[config.mk]
export PLATFORM = sky130hd
export DESIGN_NAME = mvu_job_ctrl_flat
export DESIGN_NICKNAME = d
export VERILOG_FILES = /design/src/rtl/mvu_job_ctrl_if.sv /design/src/rtl/mvu_job_ctrl.sv /design/src/flat_wrapper.sv
export SDC_FILE = /design/constraint.sdc
export NUM_CORES = 1
export LEC_CHECK = 0
export CORE_MARGIN = 10
export CORE_UTILIZATION = 46
export DETAILED_ROUTE_END_ITERATION = 10
export GPL_ROUTABILITY_DRIVEN = 0
export GPL_TIMING_DRIVEN = 0
export PLACE_DENSITY = 0.83
export SYNTH_ARGS = -nofsm -noshare
export SYNTH_HDL_FRONTEND = slang
export SYNTH_SLANG_ARGS = --single-unit
export TNS_END_PERCENT = 5
[constraint.sdc]
create_clock -name clk -period 2.2 [get_ports clk]
set_input_delay 0.44 -clock clk [delete_from_list [all_inputs] [get_ports clk]]
set_output_delay 0.44 -clock clk [all_outputs]
set_load 0.05 [all_outputs]
[src/rtl/mvu_job_ctrl_if.sv]
// rtl/mvu_job_ctrl_if.sv - job request/status bundle between a host (master) and mvu_job_ctrl (slave)
interface mvu_job_ctrl_if #(
   parameter int BPREC = 6,
   parameter int BCNT  = 15
);
   logic              start;
   logic              abort;
   logic [BCNT-1:0]   countdown;
   logic [BPREC-1:0]  iprecision;
   logic [BPREC-1:0]  wprecision;
   logic              stall;
   logic              agu_clr;
   logic              agu_en;
   logic [BPREC-1:0]  iprec_q;
   logic [BPREC-1:0]  wprec_q;
   logic              busy;
   logic              done;
   logic [15:0]       perf_stall_cnt;

   modport master (
      output start, abort, countdown, iprecision, wprecision, stall,
      input  agu_clr, agu_en, iprec_q, wprec_q, busy, done, perf_stall_cnt
   );

   modport slave (
      input  start, abort, countdown, iprecision, wprecision, stall,
      output agu_clr, agu_en, iprec_q, wprec_q, busy, done, perf_stall_cnt
   );
endinterface

[src/rtl/mvu_job_ctrl.sv]
// rtl/mvu_job_ctrl.sv - MVU job sequencer (IDLE/LOAD/RUN/DRAIN/DONE); MVU_JOB_CTRL_PERFCNT_EN adds the stall counter
module mvu_job_ctrl #(
   parameter int BPREC     = 6,
   parameter int BCNT      = 15,
   parameter int DRAIN_LAT = 3
) (
   input  logic           clk,
   input  logic           clr,
   mvu_job_ctrl_if.slave  job
);
   localparam logic [2:0] S_IDLE  = 3'd0;
   localparam logic [2:0] S_LOAD  = 3'd1;
   localparam logic [2:0] S_RUN   = 3'd2;
   localparam logic [2:0] S_DRAIN = 3'd3;
   localparam logic [2:0] S_DONE  = 3'd4;

   localparam int DW = (DRAIN_LAT < 2) ? 1 : $clog2(DRAIN_LAT + 1);

   logic [2:0]        r_state;
   logic [BCNT-1:0]   r_step_cnt;
   logic [DW-1:0]     r_drain_cnt;
   logic [BPREC-1:0]  r_iprec;
   logic [BPREC-1:0]  r_wprec;

   logic w_active;
   logic w_abort;
   logic w_accept;
   logic w_step;

   // abort only matters while a job is actually in flight
   assign w_active = (r_state == S_LOAD) || (r_state == S_RUN) || (r_state == S_DRAIN);
   assign w_abort  = w_active && job.abort;
   assign w_accept = (r_state == S_IDLE) && job.start;
   assign w_step   = (r_state == S_RUN) && !job.stall && !w_abort && !clr;

   // job sequencing, step/drain counting and precision latching
   always_ff @(posedge clk) begin
      if (clr) begin
         r_state     <= S_IDLE;
         r_step_cnt  <= '0;
         r_drain_cnt <= '0;
         r_iprec     <= '0;
         r_wprec     <= '0;
      end else if (w_abort) begin
         r_state     <= S_IDLE;
         r_step_cnt  <= '0;
         r_drain_cnt <= '0;
      end else begin
         case (r_state)
            S_IDLE: begin
               if (w_accept) begin
                  r_step_cnt <= job.countdown;
                  r_iprec    <= job.iprecision;
                  r_wprec    <= job.wprecision;
                  r_state    <= S_LOAD;
               end
            end
            S_LOAD: begin
               r_state <= (r_step_cnt != '0) ? S_RUN : S_DONE;
            end
            S_RUN: begin
               if (w_step) begin
                  r_step_cnt <= r_step_cnt - BCNT'(1);
                  if (r_step_cnt == BCNT'(1)) begin
                     if (DRAIN_LAT == 0) begin
                        r_state <= S_DONE;
                     end else begin
                        r_state     <= S_DRAIN;
                        r_drain_cnt <= DW'(DRAIN_LAT);
                     end
                  end
               end
            end
            S_DRAIN: begin
               // stall is deliberately ignored: the pipeline drains on its own
               if (r_drain_cnt != '0) begin
                  r_drain_cnt <= r_drain_cnt - DW'(1);
               end
               if (r_drain_cnt <= DW'(1)) begin
                  r_state <= S_DONE;
               end
            end
            S_DONE: begin
               r_state <= S_IDLE;
            end
            default: begin
               r_state <= S_IDLE;
            end
         endcase
      end
   end

`ifdef MVU_JOB_CTRL_PERFCNT_EN
   logic [15:0] r_perf_cnt;

   // saturating count of stalled RUN cycles, restarted by each accepted job
   always_ff @(posedge clk) begin
      if (clr) begin
         r_perf_cnt <= '0;
      end else if (w_accept) begin
         r_perf_cnt <= '0;
      end else if ((r_state == S_RUN) && job.stall && !w_abort && (r_perf_cnt != 16'hFFFF)) begin
         r_perf_cnt <= r_perf_cnt + 16'd1;
      end
   end

   assign job.perf_stall_cnt = r_perf_cnt;
`else
   assign job.perf_stall_cnt = 16'd0;
`endif

   // address generator is cleared with the controller, at job load and on abort
   assign job.agu_clr = clr || (r_state == S_LOAD) || w_abort;
   assign job.agu_en  = w_step;
   assign job.busy    = (r_state != S_IDLE);
   assign job.done    = (r_state == S_DONE);
   assign job.iprec_q = r_iprec;
   assign job.wprec_q = r_wprec;
endmodule

[src/flat_wrapper.sv]
// flat-port wrapper written by rule: the top's interface ports become plain ports
module mvu_job_ctrl_flat 
#(
   parameter int BPREC     = 6,
   parameter int BCNT      = 15,
   parameter int DRAIN_LAT = 3
)
  (clk, clr, job_start, job_abort, job_countdown, job_iprecision, job_wprecision, job_stall, job_agu_clr, job_agu_en, job_iprec_q, job_wprec_q, job_busy, job_done, job_perf_stall_cnt);
  mvu_job_ctrl_if #(.BPREC(BPREC), .BCNT(BCNT)) job_i ();
  input  logic clk;
  input  logic clr;
  input wire logic [$bits(job_i.start)-1:0] job_start;
  input wire logic [$bits(job_i.abort)-1:0] job_abort;
  input wire logic [$bits(job_i.countdown)-1:0] job_countdown;
  input wire logic [$bits(job_i.iprecision)-1:0] job_iprecision;
  input wire logic [$bits(job_i.wprecision)-1:0] job_wprecision;
  input wire logic [$bits(job_i.stall)-1:0] job_stall;
  output wire logic [$bits(job_i.agu_clr)-1:0] job_agu_clr;
  output wire logic [$bits(job_i.agu_en)-1:0] job_agu_en;
  output wire logic [$bits(job_i.iprec_q)-1:0] job_iprec_q;
  output wire logic [$bits(job_i.wprec_q)-1:0] job_wprec_q;
  output wire logic [$bits(job_i.busy)-1:0] job_busy;
  output wire logic [$bits(job_i.done)-1:0] job_done;
  output wire logic [$bits(job_i.perf_stall_cnt)-1:0] job_perf_stall_cnt;
  assign job_i.start = job_start;
  assign job_i.abort = job_abort;
  assign job_i.countdown = job_countdown;
  assign job_i.iprecision = job_iprecision;
  assign job_i.wprecision = job_wprecision;
  assign job_i.stall = job_stall;
  assign job_agu_clr = job_i.agu_clr;
  assign job_agu_en = job_i.agu_en;
  assign job_iprec_q = job_i.iprec_q;
  assign job_wprec_q = job_i.wprec_q;
  assign job_busy = job_i.busy;
  assign job_done = job_i.done;
  assign job_perf_stall_cnt = job_i.perf_stall_cnt;
  mvu_job_ctrl #(.BPREC(BPREC), .BCNT(BCNT), .DRAIN_LAT(DRAIN_LAT)) u_core (.clk(clk), .clr(clr), .job(job_i));
endmodule
* After elaboration in Yosys (flattened, before gate mapping)
Cells that the tools add are included.
** Cells by class
- Add/sub/neg operators :: 2
- $lt $le $gt $ge :: 1
- Equal/unequal tests :: 10
- Mux-type cells :: 13
- Bitwise operators :: 1
- Reduce and logical (&&, ||, !) cells :: 23
** Operator list (count)
- 15-bit two-way mux :: 2
- 15-bit one-hot mux with 2 select lines :: 1
- 15-bit by 1-bit == test with 1-bit output, second input constant :: 1
- 3-bit two-way mux :: 5
- 15-bit nonzero test :: 1
- 15-bit by 1-bit subtractor with 15-bit output, second input constant :: 1
- 3-bit one-hot mux with 4 select lines :: 1
- 2-bit != test, second input constant :: 4
- 4-bit AND reduction :: 2
- 3-bit by 2-bit == test with 1-bit output, second input constant :: 2
- 2-bit two-way mux :: 3
- 3-bit AND reduction :: 2
- 2-bit nonzero test :: 3
- 1-bit logical AND :: 5
- 1-bit logical OR :: 4
- 2-bit one-hot mux with 2 select lines :: 1
- 3-bit by 1-bit == test with 1-bit output, second input constant :: 1
- 3-bit == test, second input constant :: 1
- 1-bit zero test :: 3
- 3-bit zero test :: 1
- 3-bit nonzero test :: 1
- 2-bit by 1-bit less-or-equal comparator with 1-bit output, second input constant :: 1
- 2-bit by 1-bit != test with 1-bit output, second input constant :: 1
- 2-bit OR reduction :: 1
- other kinds (2) :: 2
** Word-level totals
- Bits in registers :: 32
- Bits of input ports :: 32
- Output and inout bits :: 32
- Word-level logic and storage cells :: 55

* Longest topological paths before layout
Gate-level depths: netlist of the first run.
- Word-level depth :: 9
- Gate-level depth with buffers :: 7
- Gate-level depth less buffers :: 6

* Least setup slack after synthesis of the first run
No wires, ideal clock.
- Kind :: register -> output
- From :: reg u_core.r_state[0]
- To :: out job_agu_clr
- Data arrival time :: 1787 ps
- Data required time :: 1760 ps
- Setup slack :: -27 ps
- Cell stages (with the launch flop) :: 4
- Buffers on the path :: 1
- Cell sequence :: dfxtp_1 -> clkbuf_1 -> nand2b_1 -> o21ai_0
** Between the ends
- Cells in the longest elaborated chain, start to end :: 5
- Elaborated cells on any way between the ends :: 8
- Those cells by class :: eq/ne: 3; reduce/logical: 5
** RTL lines
- from (decl) :: line mvu_job_ctrl.sv:19 : logic [2:0] r_state;
- from (signal assigned) :: line mvu_job_ctrl.sv:59 : r_state <= (r_step_cnt != '0) ? S_RUN : S_DONE;
- 3-bit by 1-bit == test with 1-bit output / 3-bit by 2-bit == test with 1-bit output (equally long branches) :: line mvu_job_ctrl.sv:31, mvu_job_ctrl.sv:113
- 1-bit logical OR (2 in a row) :: line mvu_job_ctrl.sv:31 : assign w_active = (r_state == S_LOAD) || (r_state == S_RUN) || (r_state == S_DRAIN);
- 1-bit logical AND :: line mvu_job_ctrl.sv:32 : assign w_abort = w_active && job.abort;
- 1-bit logical OR (*) :: line mvu_job_ctrl.sv:113 : assign job.agu_clr = clr || (r_state == S_LOAD) || w_abort;
- to (decl) :: line flat_wrapper.sv:18 : output wire logic [$bits(job_i.agu_clr)-1:0] job_agu_clr;
Every way passes the cells marked *; elsewhere a longest branch is shown, timed or not.

* Worst setup path after layout of the first run
- From :: reg u_core.r_state[0]
- To :: out job_busy
** Between the ends
- Cells in the longest elaborated chain, start to end :: 1
** RTL lines
- 3-bit nonzero test :: line mvu_job_ctrl.sv:115 : assign job.busy = (r_state != S_IDLE);
- to (decl) :: line flat_wrapper.sv:22 : output wire logic [$bits(job_i.busy)-1:0] job_busy;
Every way passes these cells.

==> run metrics, run 1 <==
1st-iter DRT viols 280; adder-cell area share of the yosys netlist 3.22%; die area 7230 um2; worst vdd ir 0.617 mV; TritonCTS clock tree done; Critical Path RT 1.76 ns; placed inst area between 2000 and 3000 um2; met3 wire length 446 um; mux cell area share after synthesis under 10%; core area 4060 um2; Final min period 2.11 ns; Buffers on Ports 46; leading cell type in the layout, fill and taps excluded clkdlybuf4s50_1; first-pass GRT wire length 9.22 mm; antenna-violating nets left 0; largest family of logic cells by synthesized area simple AND/OR/NAND/NOR gates; final instance area around 2700 um2; Max Slew Vio Count 0; max_cap viols 0; Post-Layout Cell Count 369; Metal-1 WL roughly 2.2 mm; Root Buffer clkbuf_8; Clock Sink Count 32; Initial Util 47.9%; I/O pin cnt 64; nature of the critical path startpoint register; Syn Inst Count 248; final period utilization 95.9%; register bit total from synthesis 32; diodes inserted 0; Die W 85.0 um; final setup vio count 0; Slew HR approximately 52%; # fillers 345; Layout area overhead 36.2%; number of remaining DRC errors 0; fin nets 355; Setup crit end kind primary output; routed wl met2 2.90 mm; final WL roughly 5.7 mm; max frequency 0.474 GHz; Async SR Flop Fraction 0%; class of the worst hold path reg -> reg; H-tree Lvls 2; vias in the first global route 1941; std cell rows 23; WP data arrival 1.67 ns; post-synthesis cell type count 53; die height 85.0 um; First-pass DRT Iterations 4; clock latency on the worst-skew pair between 0.2 and 0.3 ns; P_leak 1.05 nW; layout cell share with drive strength beyond 1 16.3%; Syn Area/Cell 7.85 um2; Synth Area in XOR/XNOR 0%; simple-gate portion of the synthesized area a little over a quarter; Clock Skew 0.00653 ns; hold bufs inserted after CTS 0; register area share after synthesis 32.9%; post-DP HPWL 4.20 mm; status complete, no violations; wire per inst 15.3 um; RSZ-0062 raised after global routing yes; GR Util All Layers 15.4%; largest net degree at the start of global routing 11; Max Fanout on Critical Path 10; Post-synth EDFFs 0; dpl cells 359; Synth Area in Compound Gates around a quarter; vias per inst 5.42; Fin. Hold Viols 0; GRT Residual Overflow 0; Clock Path Buffers 2; synthesized area 1950 um2; initial antenna violation count 0; Worst Max-Slew Pin Slew 0.705 ns; uppermost layer routed met4; most frequent cells in the layout 41 x clkdlybuf4s50_1, 40 x nand2_1, 32 x dfxtp_1; PD cells 1180 nW/um2; Worst-path clk slew 0.07 ns; Primary FF master, synth dfxtp_1; Synthesis Warnings 0; CP Class reg -> out; Num CTS Buffers 5; Vias around 2000
cell families (layout without fill, tap and decap cells):
kind of cell	Yosys count	count (layout)
adders and majority gates	5	5
buffers and inverters	40	96
DFF	32	32
muxes	2	2
AOI/OAI and AO/OA	71	71
and+or+nand+nor	97	97
other	1	16
timing repair:
action	CTS	global route
setup buffers	0	2
setup endpoints to repair	4	2
pin swaps	0	1
resized for setup	19	2
power breakdown:
part           leakage, nW  switching, W  internal [W]
logic                0.739       0.00115      0.000671
registers            0.262      0.000118      0.000719
clock network       0.0510      0.000231      0.000250
total                 1.05       0.00150       0.00164
area by class of cell:
| class | count | area (um2) | share of cell area, % |
|---|---|---|---|
| well taps | 50 | 62.6 | 2.36 |
| inverters | 7 | 26.3 | 0.992 |
| plain buffers | 33 | 216 | 8.17 |
| clock inverters | 2 | 10.0 | 0.378 |
| flip-flops and latches | 32 | 641 | 24.2 |
| repair buffers | 48 | 470 | 17.8 |
| multi-input cells | 191 | 1140 | 43.1 |
| clock buffers | 6 | 82.6 | 3.12 |
layer usage:
| layer | vias up | global-route usage [%] |
|---|---|---|
| met5 | - | 0 |
| met4 | 0 | 6.89 |
| met3 | 11 | 4.49 |
| met2 | 76 | 24.7 |
| met1 | 921 | 18.4 |
| li1 | 993 | - |
registers in the layout, indices dropped and copies added (netlist names):
signal              cells
u_core.r_step_cnt      15
u_core.r_drain_cnt      2
u_core.job.wprec_q      6
u_core.job.iprec_q      6
u_core.r_state          3
synth_stat cells, drive strengths merged (3+ instances only):
library cell  instances  area share (%)
clkbuf                6             1.2
a21oi                27             6.9
ha                    5             3.2
nand2                40             7.7
nand4                 3            0.96
dfxtp                32              33
o21ai                17             5.0
buf                  27              10
nor2                 12             2.3
o21a                  3             1.5
nor3                  6             1.5
nor4                  4             2.4
nand3                 6             1.5
a21o                  3             1.2
and3                  3            0.96
inv                   7             1.4
a31oi                 3            0.96
nor3b                 6             2.6
or3                   4             1.3
worst max-delay path: stages, from the launching register on:
cell and delay, ns:
dfxtp_1 0.36, clkbuf_1 0.32, or3_1 0.17, dlygate4sd2_1 0.53
path summary, 6_finish.rpt:
| check | from | end | slack (ns) | cells past startpoint |
|---|---|---|---|---|
| worst max-delay path | u_core.r_state[0] | job_busy | 0.09 | 3 |
| worst min-delay path | u_core.job.wprec_q[0] | u_core.job.wprec_q[0] | 0.46 | 2 |
| worst max register to register | u_core.r_step_cnt[0] | u_core.r_step_cnt[12] | 0.22 | 6 |
| worst min register to register | u_core.job.wprec_q[0] | u_core.job.wprec_q[0] | 0.46 | 2 |
per-stage QoR:
step	setup slack (ns)	utilization (%)	TNS [ns]	hold slack [ns]	power, W
after global routing	-0.0260	65.3	-0.0473	0.478	0.00335
after floorplan	-0.0197	-	-0.0197	0.440	0.00216
after global placement	-0.768	62.2	-1.74	0.442	0.00260
final	0.0905	65.3	0	0.459	0.00314
after CTS	-0.173	65.1	-0.173	0.457	0.00311
after detailed placement	-0.743	62.2	-1.84	0.448	0.00261
No activity file was read; power rests on OpenSTA's default activity.
==> inputs of run 2 (changes only) <==
--- a/config.mk
+++ b/config.mk
@@ -6,11 +6,11 @@
 export NUM_CORES = 1
 export LEC_CHECK = 0
 export CORE_MARGIN = 10
-export CORE_UTILIZATION = 46
+export CORE_UTILIZATION = 30
 export DETAILED_ROUTE_END_ITERATION = 10
 export GPL_ROUTABILITY_DRIVEN = 0
 export GPL_TIMING_DRIVEN = 0
-export PLACE_DENSITY = 0.83
+export PLACE_DENSITY = 0.59
 export SYNTH_ARGS = -nofsm -noshare
 export SYNTH_HDL_FRONTEND = slang
 export SYNTH_SLANG_ARGS = --single-unit
==> run 2 against run 1 <==
The run now ends with negative setup slack left. Sequential power hardly changed. Via count shrank 2.0%. Largest cell class unchanged. Register-to-register slack got worse by 0.06 ns. Non-clock buffer count stayed put. First-iteration DRC count is 61% lower. Highest routed layer unchanged. Utilization decreased by 23 points. Fmax decreased by 4.7%. Die area is 40% higher. Final cell count grew 7.3%. Worst setup slack got worse by 0.10 ns.
==> run metrics, run 2 (synthesized netlist as in run 1, its figures left out) <==
status finished with violations; violated checks negative setup slack; max_cap viols 0 (unchanged); Setup crit end kind primary output; WP data arrival 1.77 ns (+0.10 ns); Layout area overhead 38.2%; Vias 1961 (-2.0%); delay-heaviest family, CP buffers and inverters; final setup vio count 1 (+1); number of remaining DRC errors 0 (unchanged); 1st-iter DRT viols 110 (-61%); Post-Layout Cell Count 396 (+7.3%); Root Buffer clkbuf_8; max reg flops 15 (unchanged); P_leak 1.06 nW (+0.82%); initial antenna violation count 0 (unchanged); dpl cells 386 (+7.5%); Largest Register u_core.r_step_cnt; Final min period 2.21 ns (+0.103 ns); leading cell type in the layout, fill and taps excluded clkdlybuf4s50_1; final WL 5.88 mm (+3.7%); largest net degree at the start of global routing 11 (unchanged); GRT Residual Overflow 0 (unchanged); first-pass GRT wire length 9.41 mm (+2.1%); Worst Path Buf+Inv 2 (unchanged); slowest cell on the critical path or2_2; PD cells 1170 nW/um2 (-0.97%); slowest cell delay on critical path 0.34 ns (-0.19 ns); layout cell share with drive strength beyond 1 16.3% (unchanged); final instance area 2690 um2 (+1.5%); Buffers on Ports 46 (unchanged); First-pass DRT Iterations 4 (unchanged); Sw Share 47.8% (+0.061 points); Fin. Hold Viols 0 (unchanged); die height 101 um (+18%); combinational share of power 58.4% (+0.4 points); TritonCTS clock tree done; most frequent cells in the layout 41 x clkdlybuf4s50_1, 40 x nand2_1, 32 x dfxtp_1; Clock Sink Count 32 (unchanged); diodes inserted 0 (unchanged); core area 6310 um2 (+56%); I/O pin cnt 64 (unchanged); Worst Max-Slew Pin Slew 0.761 ns (+0.0559 ns); Pint 0.00165 W (+0.36%); fin nets 355 (unchanged); fin worst setup slack -0.0125 ns (-0.103 ns); dpl ws -0.773 ns (-0.0298 ns); power after layout 0.00315 W (+0.48%); Worst-path clk slew 0.07 ns (about the same); NetSw 0.00151 W (+0.61%); Max Slew Vio Count 0 (unchanged); max frequency 0.452 GHz (-4.7%); std cell rows 29 (+26%); Slew HR 48.6% (-3.8 points); placed inst area 2560 um2 (+1.3%); RSZ-0062 raised after global routing yes; H-tree Lvls 2 (unchanged); vias per inst 4.95 (-8.7%); Clock Path Buffers 2 (unchanged); wire per inst 14.8 um (-3.3%); antenna-violating nets left 0 (unchanged); Num CTS Buffers 5 (unchanged); final period utilization 101% (+4.7 points); nature of the critical path startpoint register; CP Cell Sequence buf_2 -> or2_2 -> a31oi_4 -> o21ai_1 -> clkdlybuf4s15_2; CP Class reg -> out; clock latency on the worst-skew pair 0.29 ns (about the same); clock share of power 15.1% (-0.2 points); worst vdd ir 0.438 mV (-29%); vias in the first global route 1893 (-2.5%); die area 10100 um2 (+40%); post-DP HPWL 4.31 mm (+2.6%); Initial Util 30.8% (-17 points); Max Fanout on Critical Path 10 (unchanged); GR Util All Layers 11.3% (-4.0 points); Clock Skew 0.00586 ns (-0.000661 ns); class of the worst hold path reg -> reg; Flop pwr share 26.5% (-0.2 points); Die W 101 um (+18%); worst hold margin 0.453 ns (-0.00565 ns); Critical Path RT 1.76 ns (about the same)
[run 2: stage by stage]
stage,util (%),TNS (ns)
global route,42.6,-0.0785
detailed placement,40.5,-2.25
CTS,42.3,-0.231
floorplan,-,-0.0197
global placement,40.5,-1.91
finish,42.6,-0.0125
[run 2: power by group through the flow]
stage                     sequential (W)  clock, W  combinational, W
after floorplan                 0.000969         0           0.00119
after global placement          0.000839         0           0.00179
after detailed placement        0.000845         0           0.00181
after CTS                       0.000832  0.000493           0.00182
after global routing            0.000855  0.000515           0.00201
final                           0.000835  0.000478           0.00184
[run 2: repair_timing]
item | CTS | global route
pin swaps | 1 | 1
endpoints found under the setup margin | 4 | 4
hold buffers | 0 | 0
buffers inserted | 0 | 2
resized for setup | 15 | 5
[run 2: final timing paths]
kind,start,to,slack (ns),cells after the start
worst max-delay path,u_core.r_state[1],job_agu_clr,-0.01,5
worst min-delay path,u_core.job.iprec_q[2],u_core.job.iprec_q[2],0.45,2
worst max register to register,u_core.r_step_cnt[0],u_core.r_step_cnt[12],0.16,6
worst min register to register,u_core.job.iprec_q[2],u_core.job.iprec_q[2],0.45,2
[run 2: per-layer routing]
layer,GRT usage [%],vias up,routed length [um]
li1,-,992,-
met2,18.5,61,2830
met5,0,-,0
met4,4.02,0,49
met3,3.70,6,405
met1,13.6,902,2590
[run 2: worst min-delay path: cells and delay by family (launching register included)]
| family | cells | cell delay [ns] |
|---|---|---|
| flip-flops | 1 | 0.31 |
| AO/OA/AOI/OAI | 1 | 0.05 |
| AND/OR/NAND/NOR | 1 | 0.05 |
[run 2: final cells by class]
cell class / count / area, um2
inverters: 7 / 26.3
multi-input cells: 191 / 1140
well taps: 77 / 96.3
clock buffers: 6 / 82.6
flip-flops and latches: 32 / 641
clock inverters: 2 / 10.0
fillers: 657 / 3620
repair buffers: 48 / 475
plain buffers: 33 / 216
